### src/rtl/word_to_bit_serializer.sv
// Word-to-bit serializer: a small FIFO of DATA_W-bit words drained by a shifter that emits
// one bit per clock on bit_out, back-to-back across words, with a halt that freezes the read side.
module word_to_bit_serializer #(
    parameter int   DATA_W     = 8,
    parameter int   FIFO_DEPTH = 4,
    parameter int   MSB_FIRST  = 1,
    parameter logic IDLE_BIT   = 1'b0
) (
    input  logic                              clk,
    input  logic                              rst,
    input  logic                              s_valid,
    output logic                              s_ready,
    input  logic [DATA_W-1:0]                 s_data,
    input  logic                              halt,
    output logic                              bit_out,
    output logic                              bit_valid,
    output logic                              busy,
    output logic [$clog2(FIFO_DEPTH+1)-1:0]   fifo_count
);
    localparam int CW = $clog2(FIFO_DEPTH+1);
    localparam int PW = $clog2(FIFO_DEPTH);
    localparam int BW = $clog2(DATA_W+1);
    localparam int IW = $clog2(DATA_W);

    typedef enum logic {IDLE, SHIFT} state_t;

    state_t              state, state_d;
    logic [DATA_W-1:0]   mem [FIFO_DEPTH];
    logic [PW-1:0]       wr_ptr, rd_ptr;
    logic [CW-1:0]       count;
    logic [DATA_W-1:0]   shreg, shreg_d;
    logic [BW-1:0]       bitcnt, bitcnt_d;
    logic                bout_d, valid_q, vq_d;
    logic                push, pop, do_load;
    logic [DATA_W-1:0]   head;
    logic                first_bit;
    logic [IW-1:0]       nxt_idx;

    assign s_ready    = ~rst & (count != CW'(FIFO_DEPTH));
    assign push       = s_valid & s_ready;
    assign head       = mem[rd_ptr];
    assign first_bit  = (MSB_FIRST != 0) ? head[DATA_W-1] : head[0];
    assign bit_valid  = valid_q & ~halt;
    assign busy       = (state == SHIFT) | (count != '0);
    assign fifo_count = count;

    // bitcnt counts bits already driven, so it directly selects the next one
    always_comb begin
        if (MSB_FIRST != 0) nxt_idx = IW'(DATA_W - 1 - int'(bitcnt));
        else                nxt_idx = IW'(bitcnt);
    end

    always_ff @(posedge clk) begin
        if (push) mem[wr_ptr] <= s_data;
    end

    always_ff @(posedge clk or posedge rst) begin
        if (rst) begin
            wr_ptr <= '0;
            rd_ptr <= '0;
            count  <= '0;
        end else begin
            if (push) wr_ptr <= wr_ptr + PW'(1);
            if (pop)  rd_ptr <= rd_ptr + PW'(1);
            case ({push, pop})
                2'b10:   count <= count + CW'(1);
                2'b01:   count <= count - CW'(1);
                default: count <= count;
            endcase
        end
    end

    always_comb begin
        state_d  = state;
        shreg_d  = shreg;
        bitcnt_d = bitcnt;
        bout_d   = bit_out;
        vq_d     = valid_q;
        do_load  = 1'b0;
        if (!halt) begin
            case (state)
                IDLE: begin
                    if (count != '0) do_load = 1'b1;
                end
                SHIFT: begin
                    if (bitcnt != BW'(DATA_W)) begin
                        bout_d   = shreg[nxt_idx];
                        bitcnt_d = bitcnt + BW'(1);
                    end else if (count != '0) begin
                        do_load = 1'b1;
                    end else begin
                        bout_d  = IDLE_BIT;
                        vq_d    = 1'b0;
                        state_d = IDLE;
                    end
                end
                default: state_d = IDLE;
            endcase
        end
        if (do_load) begin
            shreg_d  = head;
            bout_d   = first_bit;
            vq_d     = 1'b1;
            bitcnt_d = BW'(1);
            state_d  = SHIFT;
        end
        pop = do_load;
    end

    always_ff @(posedge clk or posedge rst) begin
        if (rst) begin
            state   <= IDLE;
            shreg   <= '0;
            bitcnt  <= '0;
            bit_out <= IDLE_BIT;
            valid_q <= 1'b0;
        end else begin
            state   <= state_d;
            shreg   <= shreg_d;
            bitcnt  <= bitcnt_d;
            bit_out <= bout_d;
            valid_q <= vq_d;
        end
    end
endmodule

### config.mk
export PLATFORM = sky130hd
export DESIGN_NAME = word_to_bit_serializer
export DESIGN_NICKNAME = d
export VERILOG_FILES = /design/src/rtl/word_to_bit_serializer.sv
export SDC_FILE = /design/constraint.sdc
export NUM_CORES = 1
export LEC_CHECK = 0
export ABC_CLOCK_PERIOD_IN_PS = 2450
export CORE_MARGIN = 10
export CORE_UTILIZATION = 45
export DETAILED_ROUTE_END_ITERATION = 6
export PLACE_DENSITY = 0.78
export REMOVE_ABC_BUFFERS = 1
export SETUP_SLACK_MARGIN = 0.4
export SLEW_MARGIN = 30
export SYNTH_ARGS = -nofsm -noshare
export SYNTH_HDL_FRONTEND = slang
export SYNTH_SLANG_ARGS = --single-unit
### constraint.sdc
create_clock -name clk -period 2.45 [get_ports clk]
set_input_delay 0.6125 -clock clk [delete_from_list [all_inputs] [get_ports clk]]
set_output_delay 0.6125 -clock clk [all_outputs]
set_load 0.03 [all_outputs]
After elaboration in Yosys (flattened, before gate mapping)
Memory sizes are Yosys's and may differ from the RTL's.
Index checks and enable logic that the tools add are counted.
{ "classes": {"reduce_logical": 7, "n_eq_ne": 8, "magnitude_cmp": 1, "div": 0, "multipliers": 0, "n_bitwise": 7, "addsub": 6, "shifts": 0, "mux": 26} }
{ "ops": {"columns": ["cell", "n"], "rows": [
  ["two-way mux 1 bit", 19],
  ["two-way mux 4 bit", 4],
  ["one-hot mux 3 bit (2 select lines)", 1],
  ["AND reduction 3 bit", 2],
  ["nonzero test 2 bit", 3],
  ["adder 2 x 1 -> 2 bit (second input constant)", 2],
  ["adder 4 x 1 -> 4 bit (second input constant)", 1],
  ["< comparator 3 x 4 -> 1 bit (second input constant)", 1],
  ["inequality test 2 bit (second input constant)", 2],
  ["inequality test 4 bit (second input constant)", 1],
  ["AND reduction 4 bit", 1],
  ["adder 3 x 1 -> 3 bit (second input constant)", 1],
  ["bitwise AND 1 bit", 3],
  ["binary-select mux 1 bit (select 3 bit)", 1],
  ["inequality test 3 x 2 -> 1 bit (second input constant)", 1],
  ["inequality test 3 bit (second input constant)", 1],
  ["NOT 1 bit", 3],
  ["nonzero test 3 bit", 1],
  ["subtractor 3 x 1 -> 3 bit (second input constant)", 1],
  ["subtractor 3 bit (first input constant)", 1],
  ["== test 2 x 1 -> 1 bit (second input constant)", 1],
  ["== test 2 bit (second input constant)", 1],
  ["inequality test 2 x 1 -> 1 bit (second input constant)", 1],
  ["one-hot mux 1 bit (2 select lines)", 1],
  ["OR 1 bit", 1]
]} }
{ "totals": {"latch_bits": 0, "out_inout_bits": 7, "regBits": 22, "elab_cells": 64, "inputBits": 12, "mem_bits_ro": 0, "n_memories": 1, "ram_bits": 32} }
{ "memory_table": {"columns": ["name", "words", "word_bits", "read_ports", "rd_clocked_by_memory_dff", "wr", "line", "source"], "rows": [
  ["mem", 4, 8, 1, 0, 1, "28", "logic [DATA_W-1:0] mem [FIFO_DEPTH];"]
]} }

Logic depth before layout (Yosys ltp)
Gate-level depths: netlist of run 1.
{ "logic_depth": {"word_depth": 7, "ltp_mapped": 12, "mapped_depth_nobuf": 10} }

Least setup slack after synthesis of run 1
OpenSTA, ideal clock, no wires.
{ "synth_path": {"path_kind": "register -> register", "start": "register count[0], in the netlist fifo_count[0]", "end": "register count[2], in the netlist fifo_count[2]", "stages_incl_launch_ff": 11, "arrival_ns": 2.290, "n_path_buf": 0, "path_slack_ns": 0.019, "setup_time_ns": 0.141, "required_ns": 2.309, "synth_period_minus_slack_ns": 2.431, "cell_sequence": "dfrtp_1 > inv_1 > a31oi_2 > and2_1 > inv_1 > ha_1 > inv_1 > fa_1 > xor2_1 > nor2_1 > xor2_1"} }
{ "synth_between": {"elab_cells_between_ends": 14, "cone_classes": "add/sub: 2; eq/ne: 3; mux: 5; bitwise: 2; reduce/logical: 2"} }
{ "synth_rtl": {"columns": ["item", "line", "source"], "rows": [
  ["start: declaration", "30", "logic [CW-1:0] count;"],
  ["start signal: assignment", "66", "2'b10: count <= count + CW'(1);"],
  ["start signal: assignment", "67", "2'b01: count <= count - CW'(1);"],
  ["start signal: assignment", "68", "default: count <= count;"],
  ["inequality test 3 bit (*)", "39", "assign s_ready = ~rst & (count != CW'(FIFO_DEPTH));"],
  ["bitwise AND 1 bit (*)", "39", null],
  ["named net s_ready", "12", "output logic s_ready,"],
  ["bitwise AND 1 bit (*)", "40", "assign push = s_valid & s_ready;"],
  ["== test 2 x 1 -> 1 bit or == test 2 bit (tied branches)", "65", "case ({push, pop})"],
  ["one-hot mux 3 bit (2 select lines) or nonzero test 2 bit (tied branches)", null, null]
]} }
The timed path passes the listed nets; every way through them passes the cells marked *.
A chain may end at the register's enable or synchronous reset.

Worst setup path after layout of run 1
{ "layout_path": {"start": "register bitcnt[0]", "end": "register count[2], in the netlist fifo_count[2]"} }
{ "layout_between": {"elab_chain_len": 6, "elab_cells_between_ends": 8, "cone_classes": "eq/ne: 3; mux: 4; reduce/logical: 1"} }
{ "layout_rtl": {"columns": ["item", "line", "source"], "rows": [
  ["start: declaration", "32", "logic [BW-1:0] bitcnt, bitcnt_d;"],
  ["start signal: assignment", "120", "bitcnt <= bitcnt_d;"],
  ["inequality test 4 bit (*)", "86", "if (bitcnt != BW'(DATA_W)) begin"],
  ["two-way mux 1 bit (*)", "86", null],
  ["one-hot mux 1 bit (2 select lines) (*)", "81", "case (state)"],
  ["two-way mux 1 bit (*)", "80", "if (!halt) begin"],
  ["== test 2 x 1 -> 1 bit or == test 2 bit (tied branches)", "65", null],
  ["one-hot mux 3 bit (2 select lines) or nonzero test 2 bit (tied branches)", null, null]
]} }
Mark *: on every way between the ends. The rest lies on a longest branch, timed or not.

==> flow_summary.toml, run 1 <==
[layout]
nNetsFinal = 204
fin_cells = 255
num_antenna_cells = 0
synthToLayoutAreaGrowth_pct = 20.9
drive_above_1_share_pct = 30.8
fillers = 413

[setup_path]
crit_chain = "inv_2, ha_4, nand3b_4, a211oi_4, ha_2, inv_1, fa_2, xor2_1, nor2_1, xor2_1"
max_stage_delay_ns = 0.41
critPathKind = "register to register"
path_max_fanout = 2
cp_common_cell = "xor2_1"
cp_data_arrival_time_ns = 2.30
crit_path_start_kind = "register"
crit_slowest_cell = "dfrtp_1"
worst_setup_path_end_kind = "register"
crit_family = "adder cells"
cp_data_required_time_ns = 2.68
crit_buf_inv = 2
reg2reg_slack_ns = 0.38

[timing]
tightest_slew_ns = 0.592
rsz0062_at_grt = "yes"
fin_crit_ns = 2.07
relSlewSlack_pct = 60.6
setup_violations = 0
finalCritPeriodShare_pct = 84.5
hold_violations = 0
clock.fmax_mhz = 483
slew_violations = 0
finClkSkew_ns = 0.00943

[grt]
grt.total_usage_pct = 10.6
grt_max_degree = 23
grt_pass1_wl_mm = 7.28
antenna_found_initial = 0
overflow = 0
first_global_vias = 1412

[power]
p_leak_nw = 1.13
power_mw = 3.19
pwr-share-comb_pct = 33.8
power_switching_mw = 1.02
p_per_area_nw_per_um2 = 1110
ir_worst_vdd_v = 0.000548
pwr-share-seq_pct = 45.0
swShare_pct = 31.9
internal_power_mw = 2.17
p_clk_share_pct = 21.2

[synthesis]
synth_mux_area_share_pct = 13.6
synth-warning-count = 0
synth_edf_count = 32
yosys.area.top_type = "edfxtp_1"
synth_compound_area_share_pct = 6.13
synth_xor_area_share_pct = 2.59
synth-seq-area-share_pct = 63.8
synth_simple_gate_area_share_pct = 5.86
synth_seq_cells = 54
async_flop_share_pct = 40.7
synth_fa_ha_area_share_pct = 4.54
syn_inst = 149
synthMostInstantiatedCell = "edfxtp_1"
avgSynthCellArea_um2 = 15.9
yosys-top-cells-count = "32 x edfxtp_1, 22 x dfrtp_1, 14 x inv_1"
synthFlopType = "edfxtp_1"
synth.distinct_cells = 37
ys_top_cells_by_area = "edfxtp_1 41%, dfrtp_1 23%, mux4_2 8.6%, mux2_2 3.8%, ha_1 3.7%"
yosysTopAreaCellShare_pct = 40.6
syn-cell-area_um2 = 2370
synth_top_family_by_area = "multiplexers"

[run_status]
status = "finished clean"

[die]
die_x_um = 92.6
io_pins = 19
die_y_um = 92.6
core_area_um2 = 5110
rows = 26
die-area_um2 = 8570
start_util_pct = 46.4

[job]
cap_violations = 0

[detailed_routing]
wirelength_mm = 4.12
routedWlPerCell_um = 16.2
viasPerCell = 5.19
drt_pass1_iterations = 4
drc = 0
num_vias = 1324
drtIter0Drc = 99
drtAntennaViolNets = 0

[clocking]
tritoncts = "done"
cts_root_buffer = "clkbuf_8"
clockBufferDepth = 2
numCtsBuffers = 5
cts-htree-levels = 2
clkTransAtPathRegs_ns = 0.10
cts_sinks = 54
postCtsHoldBufs = 0
insertion_delay_ns = 0.31

[placement]
dp_cells = 239
hpwlAfterDp_mm = 2.85
place_congestion = 0.925
port_buffers = 18

[worst_hold_path]
hp-class = "input port to asynchronous set/reset pin"
[through the flow]
| step | setup TNS, ns | instance area, µm² | hold WS [ns] | setup WS (ns) | util [%] |
|---|---|---|---|---|---|
| 3_5_place_dp | -0.0586 | 2660 | 0.494 | -0.0586 | 52.0 |
| 2_1_floorplan | 0 | 2340 | 0.475 | 0.000700 | - |
| 5_1_grt | 0 | 2860 | 0.505 | 0.244 | 56.1 |
| 4_1_cts | 0 | 2840 | 0.494 | 0.403 | 55.6 |
| 6_report | 0 | 2860 | 0.486 | 0.379 | 56.1 |
| 3_3_place_gp | 0 | 2660 | 0.488 | 0.0281 | 52.0 |
[layout by cell type, fill, tap and decap left out, types with 3 or more instances in the layout]
master and n:
nor2_1 5, inv_1 11, o21ai_0 3, inv_2 3
dfrtp_1 20, buf_4 17, nand2_1 7, mux2i_1 3
a21oi_1 3, dlygate4sd2_1 5, mux4_2 9, and3_1 4
xor2_1 3, xnor2_1 4, clkdlybuf4s50_1 10, clkbuf_8 6
mux2_2 8, ha_1 5, edfxtp_1 32
[logic make-up after synthesis]
logic type / after synthesis
DFF: 54
and+or+nand+nor: 23
muxes: 20
buffers and inverters: 19
AOI/OAI and AO/OA: 18
adders and majority gates: 8
xor gates and xnor gates: 7
[sequential cells by signal (all words and copies together) (netlist names)]
name	count
bitcnt	4
shreg	8
wr_ptr	2
bit_out	1
mem	32
rd_ptr	2
fifo_count	3
valid_q	1
state	1
[layer usage]
layer  global-route usage, %  part of all wire [%]
met5                       0                     0
met3                    3.55                   5.1
met1                    13.0                    43
met4                    2.83                   1.2
met2                    17.4                    51
[layout make-up]
class                           count  area (µm²)  share of cell area [%]
Sequential cell                    54        1510                    52.9
Multi-Input combinational cell     76         796                    27.8
Timing Repair Buffer               33         277                    9.65
Clock buffer                        7         108                    3.76
Tap cell                           70        87.6                    3.06
Inverter                           14        52.6                    1.83
Clock inverter                      1        30.0                    1.05
[power by group through the flow]
stage | clock, mW | combinational, mW | sequential, mW
final | 0.677 | 1.08 | 1.43
after global routing | 0.731 | 1.20 | 1.48
after CTS | 0.693 | 1.05 | 1.44
after detailed placement | 0 | 0.998 | 1.46
after global placement | 0 | 0.955 | 1.44
after floorplan | 0 | 0.648 | 1.47
[worst reg2reg max path, cell delays in order (launching register included)]
cell and delay [ns]:
dfrtp_1 0.41, inv_2 0.09, ha_4 0.14, nand3b_4 0.09
a211oi_4 0.27, ha_2 0.22, inv_1 0.05, fa_2 0.33
xor2_1 0.15, nor2_1 0.11, xor2_1 0.16
[what timing repair did]
action	4_1_cts	5_1_grt
buffers inserted	4	4
hold endpoints to repair	0	0
endpoints found under the setup margin	8	3
gates resized for setup	14	4
pin swaps	4	4
[path summary, 6_finish.rpt]
path / start / to / cells after the start
max: bitcnt[0] / fifo_count[2] / 10
min: rst / fifo_count[2] / 3
max reg2reg: bitcnt[0] / fifo_count[2] / 10
min reg2reg: shreg[3] / shreg[3] / 1
max in group asynchronous: rst / fifo_count[0] / 3
min in group clk: shreg[3] / shreg[3] / 1
(Power assumes the default switching activity.)
==> run 2, diff against run 1 <==
--- a/config.mk
+++ b/config.mk
@@ -5,11 +5,11 @@
 export SDC_FILE = /design/constraint.sdc
 export NUM_CORES = 1
 export LEC_CHECK = 0
-export ABC_CLOCK_PERIOD_IN_PS = 2450
+export ABC_CLOCK_PERIOD_IN_PS = 1950
 export CORE_MARGIN = 10
 export CORE_UTILIZATION = 45
 export DETAILED_ROUTE_END_ITERATION = 6
-export PLACE_DENSITY = 0.78
+export PLACE_DENSITY = 0.75
 export REMOVE_ABC_BUFFERS = 1
 export SETUP_SLACK_MARGIN = 0.4
 export SLEW_MARGIN = 30
==> constraint.sdc (replaced) <==
create_clock -name clk -period 1.95 [get_ports clk]
set_input_delay 0.4875 -clock clk [delete_from_list [all_inputs] [get_ports clk]]
set_output_delay 0.4875 -clock clk [all_outputs]
set_load 0.03 [all_outputs]
==> run 2 against run 1 <==
  * The flow now finishes with violations (negative setup slack)
  * Register-to-register slack got worse by 0.48 ns
  * First-iteration DRC count decreased by 15%
  * Worst hold slack got worse by 0.11 ns
  * Setup slack got worse by 0.48 ns
  * Critical path type unchanged
  * Largest cell class unchanged
==> flow_summary.toml, run 2 (synthesized netlist as in run 1, its figures left out) <==
[clocking]
clockBufferDepth = 2
cts_root_buffer = "clkbuf_8"
postCtsHoldBufs = 0
cts-htree-levels = 2
insertion_delay_ns = 0.30
clkTransAtPathRegs_ns = 0.09
tritoncts = "done"
numCtsBuffers = 5
cts_sinks = 54

[placement]
placed_area_um2 = 2820
dp_cells = 254
port_buffers = 18
hpwlAfterDp_mm = 3.30
place_congestion = 0.894

[layout]
reg_top3 = "mem x32, shreg x8, bitcnt x4"
largest_reg_flops = 32
fillers = 374
synthToLayoutAreaGrowth_pct = 35.6
nNetsFinal = 226
top_register = "mem"
design_area_um2 = 3210
final_common_cell = "edfxtp_1"
drive_above_1_share_pct = 46.4
fin_cells = 277
final_cell_mix = "32 x edfxtp_1, 27 x buf_4, 21 x dfrtp_1"
num_antenna_cells = 0

[grt]
grt.total_usage_pct = 11.4
grt_pass1_wl_mm = 7.77
grt_max_degree = 23
first_global_vias = 1549
overflow = 0
antenna_found_initial = 0

[job]
cap_violations = 0

[timing]
rsz0062_at_grt = "yes"
setup_ws_ns = -0.0968
fin_tns_setup_ns = -0.104
finClkSkew_ns = 0.00907
finalCritPeriodShare_pct = 105
clock.fmax_mhz = 489
slew_violations = 0
hold_violations = 0
tightest_slew_ns = 0.435
setup_violations = 2
relSlewSlack_pct = 71.0
holdWs_ns = 0.380
fin_crit_ns = 2.05

[detailed_routing]
drc = 0
num_vias = 1416
drt_pass1_iterations = 4
viasPerCell = 5.11
routedWlPerCell_um = 17.5
drtAntennaViolNets = 0
drtIter0Drc = 84
wirelength_mm = 4.86

[setup_path]
crit_path_start_kind = "register"
cp_data_required_time_ns = 2.18
worst_setup_path_end_kind = "register"
reg2reg_to = "fifo_count[2]"
rr_worst_depth = 10
cp_data_arrival_time_ns = 2.28
reg2reg_slack_ns = -0.1
path_max_fanout = 2
timing.rr.start = "bitcnt[0]"
critPathKind = "register to register"

[power]
ir_worst_vdd_v = 0.000618
p_per_area_nw_per_um2 = 1340
p_leak_nw = 1.30

[die]
die-area_um2 = 8570
die_x_um = 92.6
core_area_um2 = 5110
io_pins = 19
rows = 26
start_util_pct = 46.4
die_y_um = 92.6

[worst_hold_path]
hp-class = "input port to asynchronous set/reset pin"

[run_status]
status = "finished, violations left"
failed_checks = "negative setup slack"
## run 2: cell count changes in the layout (fill, tap and decap cells not counted), moves of 3 or more
cell           delta
and3_1            -4
nand2_1           -3
and3_4            +4
mux2_4            +7
mux2_2            -7
buf_4            +10
buf_12            +4
dlygate4sd2_1     -4
buf_6             +8
## run 2: worst max path at each step
stage	start	to	slack, ns	cells after the start
2_1_floorplan	bitcnt[0]	fifo_count[2]	-0.50	10
4_1_cts	bitcnt[0]	fifo_count[2]	-0.10	10
3_5_place_dp	rst	fifo_count[2]	-0.43	10
6_report	bitcnt[0]	fifo_count[2]	-0.1	10
5_1_grt	bitcnt[0]	fifo_count[2]	-0.25	10
3_3_place_gp	rst	fifo_count[2]	-0.34	10
## run 2: timing repair
item | in CTS | in global routing
buffers inserted | 5 | 9
setup endpoints to repair | 55 | 52
cloned | 1 | 0
resized for setup | 55 | 24
pin swaps | 7 | 4
endpoints found under the hold margin | 0 | 0
## run 2: critical path, cell delays in order, from the launching register on
cell      delay (ns)
dfrtp_1         0.40
inv_2           0.08
ha_4            0.14
nand3b_4        0.09
a211oi_4        0.30
ha_4            0.19
inv_2           0.03
fa_2            0.33
xor2_1          0.14
nor2_1          0.12
xor2_1          0.16
## run 2: stage by stage
stage / util [%] / worst slack [ns] / total power, mW
after CTS: 59.2 / -0.102 / 4.06
after floorplan: - / -0.499 / 2.66
after global placement: 55.2 / -0.342 / 3.20
after detailed placement: 55.2 / -0.430 / 3.30
final: 62.9 / -0.0968 / 4.29
after global routing: 62.9 / -0.251 / 4.59
## run 2: cell type report
cell class | instances | area (µm²) | share of cell area, %
Clock buffer | 6 | 72.6 | 2.26
Clock inverter | 2 | 8.76 | 0.273
Inverter | 14 | 52.6 | 1.64
Multi-Input combinational cell | 76 | 942 | 29.3
Sequential cell | 54 | 1510 | 47.1
Tap cell | 70 | 87.6 | 2.73
Timing Repair Buffer | 55 | 534 | 16.6
## run 2: per-layer routing
layer	vias to the layer above	GRT usage [%]	routed length [µm]
li1	659	-	-
met1	713	13.4	2040
met2	34	19.8	2590
met3	10	3.07	161
met4	0	3.98	70
met5	-	0	0
## run 2: where the power goes
part / internal, mW / total (mW) / leakage (nW) / switching, mW
registers: 1.51 / 1.74 / 0.552 / 0.228
logic: 1.09 / 1.97 / 0.706 / 0.876
clock network: 0.248 / 0.584 / 0.0426 / 0.336
total: 2.85 / 4.29 / 1.30 / 1.44
==> run 3, diff against run 2 <==
--- a/config.mk
+++ b/config.mk
@@ -7,9 +7,10 @@
 export LEC_CHECK = 0
 export ABC_CLOCK_PERIOD_IN_PS = 1950
 export CORE_MARGIN = 10
-export CORE_UTILIZATION = 45
+export CORE_UTILIZATION = 28
 export DETAILED_ROUTE_END_ITERATION = 6
-export PLACE_DENSITY = 0.75
+export GPL_TIMING_DRIVEN = 0
+export PLACE_DENSITY = 0.55
 export REMOVE_ABC_BUFFERS = 1
 export SETUP_SLACK_MARGIN = 0.4
 export SLEW_MARGIN = 30
==> run 3 against run 2 <==
  * The run still ends with negative setup slack left
  * Fmax down 0.11%
  * Count of clock-buffer cells in the layout unchanged
  * Clock power up 4.3%
  * Global-route usage down 4.4 points
  * Non-clock buffer count down 18
  * First-iteration DRC count down 38%
  * Utilization down 26 points
  * Wire length down 9.9%
  * Clock skew up 0.00097 ns
  * Register-to-register slack about the same
  * Sequential power up 5%
  * Combinational power down 14%
==> flow_summary.toml, run 3 (synthesized netlist as in run 1, its figures left out) <==
[layout]
fillers = 765
final_cell_mix = "32 x edfxtp_1, 17 x dfrtp_1, 13 x buf_4"
num_antenna_cells = 0
fin_cells = 294
nNetsFinal = 208
largest_reg_flops = 32
final_common_cell = "edfxtp_1"
top_register = "mem"
regArea_um2 = 1520
drive_above_1_share_pct = 42.9
multi_input_area_um2 = 910
synthToLayoutAreaGrowth_pct = 29.4
reg_top3 = "mem x32, shreg x8, bitcnt x4"

[power]
pwr-share-seq_pct = 44.1
pwr-share-comb_pct = 41.1
internal_power_mw = 2.73
power_switching_mw = 1.39
p_clk_share_pct = 14.8
ir_worst_vdd_v = 0.000460
swShare_pct = 33.8
power_mw = 4.12
p_leak_nw = 1.19
p_per_area_nw_per_um2 = 1340

[setup_path]
path_depth = 10
cp_data_required_time_ns = 2.18
rr_worst_depth = 10
worst_setup_path_end_kind = "register"
crit_path_start_kind = "register"
max_stage_delay_ns = 0.40
crit_family = "adder cells"
crit_chain = "inv_2, ha_4, nand3b_4, a211oi_4, ha_4, inv_2, fa_2, xor2_1, nor2_1, xor2_1"
critPathKind = "register to register"
crit_buf_inv = 2
crit_slowest_cell = "dfrtp_1"
path_max_fanout = 2
timing.rr.start = "bitcnt[0]"
cp_data_arrival_time_ns = 2.28
crit_start = "bitcnt[0]"

[clocking]
tritoncts = "done"
cts_sinks = 54
clockBufferDepth = 2
cts_root_buffer = "clkbuf_8"
cts-htree-levels = 2
clkTransAtPathRegs_ns = 0.10
numCtsBuffers = 5
insertion_delay_ns = 0.30
postCtsHoldBufs = 0

[timing]
fin_tns_setup_ns = -0.0991
finClkSkew_ns = 0.0100
setup_ws_ns = -0.0991
finalCritPeriodShare_pct = 105
holdWs_ns = 0.432
fin_crit_ns = 2.05
clock.fmax_mhz = 488
setup_violations = 1
tightest_slew_ns = 0.838
relSlewSlack_pct = 43.8
hold_violations = 0
slew_violations = 0
rsz0062_at_grt = "yes"

[run_status]
status = "finished, violations left"
failed_checks = "negative setup slack"

[job]
cap_violations = 0

[grt]
grt.total_usage_pct = 7.04
overflow = 0
antenna_found_initial = 0
first_global_vias = 1410
grt_pass1_wl_mm = 7.17
grt_max_degree = 23

[detailed_routing]
drc = 0
num_vias = 1308
drtIter0Drc = 52
wirelength_mm = 4.38
routedWlPerCell_um = 14.9
viasPerCell = 4.45
drtAntennaViolNets = 0
drt_pass1_iterations = 4

[placement]
hpwlAfterDp_mm = 2.76
dp_cells = 267
pre_cts_ws_ns = -1.06
port_buffers = 18
place_congestion = 0.764

[die]
die-area_um2 = 12500
core_area_um2 = 8220
io_pins = 19
start_util_pct = 28.8
rows = 33
die_x_um = 112
die_y_um = 112

[worst_hold_path]
hp-class = "input port to asynchronous set/reset pin"
[run 3: cell types whose count changed in the layout (fill, tap and decap cells not counted), sizes merged]
| cell | previous run | this run |
|---|---|---|
| buf | 43 | 26 |
| clkinv | 2 | 1 |
| clkbuf | 6 | 7 |
| inv | 14 | 13 |
| clkdlybuf4s15 | 2 | 0 |
| clkinvlp | 0 | 2 |
[run 3: final timing paths]
check / end / slack [ns]
worst min-delay path: valid_q / 0.43
worst min register to register: shreg[6] / 0.52
worst max register to register: fifo_count[2] / -0.1
max in group asynchronous: rd_ptr[0] / 1.09
worst max-delay path: fifo_count[2] / -0.1
min in group clk: shreg[6] / 0.52
[run 3: worst reg2reg max path: cells and delay by family (launching register included)]
| kind | cells | cell delay [ns] |
|---|---|---|
| AOI/OAI and AO/OA | 1 | 0.33 |
| xor gates and xnor gates | 2 | 0.28 |
| adders and majority gates | 3 | 0.65 |
| buffers and inverters | 2 | 0.12 |
| DFF | 1 | 0.40 |
| and+or+nand+nor | 2 | 0.18 |
[run 3: power by group through the flow]
stage	clock network [mW]	registers [mW]	logic, mW
2_1_floorplan	0	1.84	0.814
3_3_place_gp	0	1.84	1.18
3_5_place_dp	0	1.85	1.20
4_1_cts	0.630	1.84	1.56
5_1_grt	0.670	1.87	1.85
6_report	0.609	1.82	1.69
[run 3: routing by layer]
layer	global-route usage [%]	up-vias	wire length (µm)
li1	-	627	-
met5	0	-	0
met4	2.79	0	59
met1	8.78	657	2060
met2	11.6	19	2160
met3	1.50	5	100
[run 3: layout make-up]
type,instances,area share [%]
Timing Repair Buffer,37,11.9
Inverter,14,1.80
Sequential cell,54,49.5
Multi-Input combinational cell,76,29.7
Clock inverter,2,0.490
Tap cell,105,4.29
Clock buffer,6,2.37
[run 3: per-stage QoR]
step / cell area [µm²] / utilization (%)
4_1_cts: 3000 / 36.5
6_report: 3070 / 37.3
3_5_place_dp: 2650 / 32.3
2_1_floorplan: 2340 / -
5_1_grt: 3070 / 37.3
3_3_place_gp: 2650 / 32.3
[run 3: timing repair]
item                                    4_1_cts  5_1_grt
pin swaps                                     6        9
resized for setup                            88       12
endpoints found under the setup margin       58       54
buffers inserted                             13        5
endpoints found under the hold margin         0        0
gates cloned                                  1        0
